`src/rtl/btn_pkg.sv`:
```
// btn_pkg: shared FSM state type, default timing constants and helpers for btn_repeat
package btn_pkg;
  typedef enum logic [2:0] {LOCK, IDLE, DELAY, REPEAT, HELD} btn_state_e;
  localparam int BTN_HOLD_MS_DEF = 500;
  localparam int BTN_REPEAT_MS_DEF = 100;
  function automatic int btn_max(input int a, input int b);
    return (a > b) ? a : b;
  endfunction
endpackage

```
`src/rtl/btn_timer.sv`:
```
// btn_timer: up counter with synchronous clear and terminal-count compare
//   clk_i, rst_i : clock, synchronous active-high reset
//   clr_i        : clear to 0 (wins over en_i)
//   en_i         : count up by one
//   term_i       : terminal value to compare against
//   tc_o         : high while the count equals term_i
module btn_timer #(
  parameter int W = 9
) (
  input  logic         clk_i,
  input  logic         rst_i,
  input  logic         clr_i,
  input  logic         en_i,
  input  logic [W-1:0] term_i,
  output logic         tc_o
);
  logic [W-1:0] cnt_q, cnt_d;
  always_comb cnt_d = clr_i ? '0 : en_i ? cnt_q + W'(1) : cnt_q;
  always_ff @(posedge clk_i) begin
    if (rst_i) cnt_q <= '0;
    else cnt_q <= cnt_d;
  end
  assign tc_o = (cnt_q == term_i);
endmodule

```
`src/rtl/btn_repeat.sv`:
```
// btn_repeat: debounced button level to one-cycle action pulses with hold-to-repeat
//   clk_1khz  : 1 kHz clock, rising edge
//   rst       : synchronous active-high reset
//   btn_in    : debounced button level, 1 = pressed
//   btn_pulse : registered one-cycle pulse on press and on each repeat
//   btn_long  : registered level, high while held >= HOLD_MS cycles
// Define BTN_REPEAT_EN for hold-to-repeat; without it a hold only raises btn_long.
module btn_repeat import btn_pkg::*; #(
  parameter int HOLD_MS   = BTN_HOLD_MS_DEF,
  parameter int REPEAT_MS = BTN_REPEAT_MS_DEF
) (
  input  logic clk_1khz,
  input  logic rst,
  input  logic btn_in,
  output logic btn_pulse,
  output logic btn_long
);
  localparam int CW = $clog2(btn_max(HOLD_MS, REPEAT_MS));
  btn_state_e state_q, state_d;
  logic pulse_q, pulse_d, long_q, long_d, clr, en, tc;
  logic [CW-1:0] term;
  assign term = (state_q == DELAY) ? CW'(HOLD_MS - 1) : CW'(REPEAT_MS - 1);
  btn_timer #(.W(CW)) u_timer (
    .clk_i (clk_1khz),
    .rst_i (rst),
    .clr_i (clr),
    .en_i  (en),
    .term_i(term),
    .tc_o  (tc)
  );
  always_ff @(posedge clk_1khz) begin
    if (rst) begin
      state_q <= LOCK;
      pulse_q <= 1'b0;
      long_q  <= 1'b0;
    end else begin
      state_q <= state_d;
      pulse_q <= pulse_d;
      long_q  <= long_d;
    end
  end
  // Release is tested before terminal count so a release on the terminal edge wins.
  always_comb begin
    state_d = state_q;
    pulse_d = 1'b0;
    long_d  = long_q;
    clr     = 1'b0;
    en      = 1'b0;
    case (state_q)
      LOCK: begin
        clr = 1'b1;
        if (!btn_in) state_d = IDLE;
      end
      IDLE: begin
        clr = 1'b1;
        if (btn_in) begin
          pulse_d = 1'b1;
          state_d = DELAY;
        end
      end
      DELAY: begin
        if (!btn_in) begin
          clr     = 1'b1;
          state_d = IDLE;
        end else if (tc) begin
          clr     = 1'b1;
          long_d  = 1'b1;
`ifdef BTN_REPEAT_EN
          pulse_d = 1'b1;
          state_d = REPEAT;
`else
          state_d = HELD;
`endif
        end else begin
          en = 1'b1;
        end
      end
      REPEAT: begin
        if (!btn_in) begin
          clr     = 1'b1;
          long_d  = 1'b0;
          state_d = IDLE;
        end else if (tc) begin
          clr     = 1'b1;
          pulse_d = 1'b1;
        end else begin
          en = 1'b1;
        end
      end
      HELD: begin
        if (!btn_in) begin
          long_d  = 1'b0;
          state_d = IDLE;
        end
      end
      default: state_d = LOCK;
    endcase
  end
  assign btn_pulse = pulse_q;
  assign btn_long  = long_q;
endmodule

```
`config.mk`:
```
export PLATFORM = sky130hd
export DESIGN_NAME = btn_repeat
export DESIGN_NICKNAME = d
export VERILOG_FILES = /design/src/rtl/btn_pkg.sv /design/src/rtl/btn_timer.sv /design/src/rtl/btn_repeat.sv
export SDC_FILE = /design/constraint.sdc
export NUM_CORES = 1
export LEC_CHECK = 0
export ABC_CLOCK_PERIOD_IN_PS = 3850
export BUFFER_PORTS_ARGS = -buffer_cell sky130_fd_sc_hd__buf_4
export CORE_AREA = 2 2 42 44
export DETAILED_ROUTE_END_ITERATION = 10
export DIE_AREA = 0 0 44 46
export GPL_TIMING_DRIVEN = 1
export PLACE_DENSITY_LB_ADDON = 0.2
export SLEW_MARGIN = 0
export SYNTH_ARGS = -nofsm -noshare
export SYNTH_HDL_FRONTEND = slang
export SYNTH_HIERARCHICAL = 1
export SYNTH_SLANG_ARGS = --single-unit
```
`constraint.sdc`:
```
create_clock -name clk_1khz -period 3.85 [get_ports clk_1khz]
set_clock_uncertainty 0.15 [all_clocks]
set_input_delay 0.77 -clock clk_1khz [delete_from_list [all_inputs] [get_ports clk_1khz]]
set_output_delay 0.77 -clock clk_1khz [all_outputs]
set_load 0.01 [all_outputs]
```
==> metrics.txt <==
most frequent cell after synthesis=dfxtp_1; Area growth, synth to finish=12.84%; most frequent cells after synthesis=14 x dfxtp_1, 8 x nor2_1, 8 x xnor2_1, 7 x a21oi_1; Max clock buf depth=2; H-tree depth=1; Top delay family on crit path=simple AND/OR/NAND/NOR gates; worst relative slew slack=56.31%; post-synthesis async set-or-reset flop share=0%; Slew Limit Fails=0; dpl hpwl=989.7 µm; total power=0.2726 mW; GR Util met3=3.968%; PortBufs=4; mapped cell area=730.7 µm²; RSZ-0062 raised after global routing=no; CTS sink count=14; initial DRC count=7; CTS tree=yes; Total Wirelength=1.368 mm; vias in the first global route=556; grt total ovfl=0; cell mode on critical path=nor2_1; DR pass1 iterations=3; post-route core utilization=51.09%; Crit. End Element=register; # DRC=0; M2 GR Usage=25.00%; Post-DRT Antenna Nets=0; drt via density=5.306; Initial Util=45.27%; Buf/Inv on CP=0; placed cells=107; Yosys top cell area share=38.36%; I/O Pins=5; Max Cap Violations=0; worst-path fanout max=8; Placer Congestion=0.7819; Final min period=2726 ps; routed length per instance=12.32 µm; Slew @ Worst Pin=649.3 ps; Synth area leader=dfxtp_1; Synth Flop Type=dfxtp_1; Worst setup SP type=register; setup TNS=0 ps; CP Class=reg -> reg; Max stage delay cell, worst path=nor4_1; CP cell instances=or2b_1, nor2_1, xnor2_1, nand3_1, nor4_1, nor2_1, nand4_4, o21ai_0, a21oi_1; slowest stage delay, CP=560 ps; # diodes=0; DR vias=589; Filler Cells Inserted=159; Post-synth EDFFs=0; Non-Filler Instances=111; #FFs+latches synth=14; Hold Worst Slack=364.0 ps; largest net degree at the start of global routing=10; Seq/Total Area, Yosys=38.36%; leakage=0.2942 nW; Synth area leaders=dfxtp_1 38%, xnor2_1 9.6%, xor2_1 6.0%; Worst Path Required=3910 ps; post-synthesis instance total=84; full die area=2024 µm²; pwr dens=330.6 nW/µm²; run status=finished clean; fmax=366.8 MHz; Clock Pin Slew Worst Setup and Hold Paths=80 ps; core area=1614 µm²; Worst-Skew Late Latency=270 ps; share of layout cells above drive strength 1=12.77%; first-pass GRT wire length=2.366 mm; GRT Total Usage=16.31%; # resized after CTS=0; grt peak-use layer=met2; Hold Violations, Final=0; fraction of the cycle the final worst path needs=70.81%; total number of yosys warnings=6; Synth Area per Inst=8.699 µm²; Max VDD drop=0.1598 mV; grt met1 use=20.19%; Hold-fix buffers, CTS=0; Crit path arrival time=2780 ps; CTS Root Buffer Type=clkbuf_4; Die X=44 µm; # setup viols final=0; HP Class=reg -> reg; total CTS buffers=3; Die Y-Extent=46 µm; Row Count=15; nets@finish=99; initial antenna violation count=0; count of unique library cells instantiated by Yosys=29; setup bufs post-CTS=0
[per-layer routing]
metal  vias to the layer above  wire [µm]
li1                        311          -
met1                       268        641
met2                         6        644
met3                         4         39
met4                         0         42
met5                         -          0
[where the power goes]
group	switching, mW	internal [mW]	total, mW
clock network	0.0477	0.0574	0.105
registers	0.00247	0.146	0.149
logic	0.00936	0.00925	0.0186
total	0.0595	0.213	0.273
[metrics by stage]
step	setup slack (ps)	area [µm²]
after floorplan	1423	745.7
after global placement	1202	788.3
after detailed placement	1167	788.3
after CTS	1163	824.5
after global routing	941.2	824.5
final	1124	824.5
[worst min-delay path, cell delays in order, from the launching register on]
cell     delay, ps
dfxtp_1        340
o21ai_0         80
a21oi_1         60
[kinds of logic (layout without fill, tap and decap cells)]
group	count (synthesis)	after routing	share of synthesized area [%]
muxes	1	1	1.370
AOI/OAI and AO/OA	16	16	12.50
other	2	6	1.028
DFF	14	14	38.36
and+or+nand+nor	35	35	28.26
adders and majority gates	1	1	1.712
buffers and inverters	2	8	1.197
xor gates and xnor gates	13	13	15.58
[registers in the layout, indices dropped and copies added (netlist names)]
name	count
u_timer/cnt_q	9
btn_long	1
state_q	3
btn_pulse	1
[cell type report]
| type | instances | area (µm²) | share of cell area [%] |
|---|---|---|---|
| clock buffer | 4 | 36.28 | 4.401 |
| multi-input combinational | 72 | 456.7 | 55.39 |
| sequential | 14 | 280.3 | 33.99 |
| tap | 17 | 21.27 | 2.580 |
| timing repair buffer | 4 | 30.03 | 3.642 |
[path summary, 6_finish.rpt]
path                            startpoint                             to  slack (ps)  cells after the start
max reg2reg        state_q[1]$_SDFFE_PP0P_  u_timer/cnt_q[5]$_SDFFE_PP0P_        1120                      9
min reg2reg  u_timer/cnt_q[8]$_SDFFE_PP0P_  u_timer/cnt_q[8]$_SDFFE_PP0P_         360                      2
min          u_timer/cnt_q[8]$_SDFFE_PP0P_  u_timer/cnt_q[8]$_SDFFE_PP0P_         360                      2
max                state_q[1]$_SDFFE_PP0P_  u_timer/cnt_q[5]$_SDFFE_PP0P_        1120                      9
[cells in the final DEF, fill, tap and decap left out, drive strengths merged]
cell    netlist  layout
dfxtp        14      14
nor2          8       8
xnor2         8       8
a21oi         7       7
conb          2       6
nand4         6       6
nand2         5       5
o21ai         5       5
xor2          5       5
buf           0       4
or3           4       4
clkbuf        2       4
nor3          3       3
nor2b         2       2
or2b          1       1
nand2b        1       1
and2b         1       1
nor4b         1       1
a21o          1       1
a31oi         1       1
a211oi        1       1
o21ba         1       1
nand3         1       1
nor4          1       1
or2           1       1
mux2i         1       1
ha            1       1
Note: power is estimated with default switching activity, not from simulation.
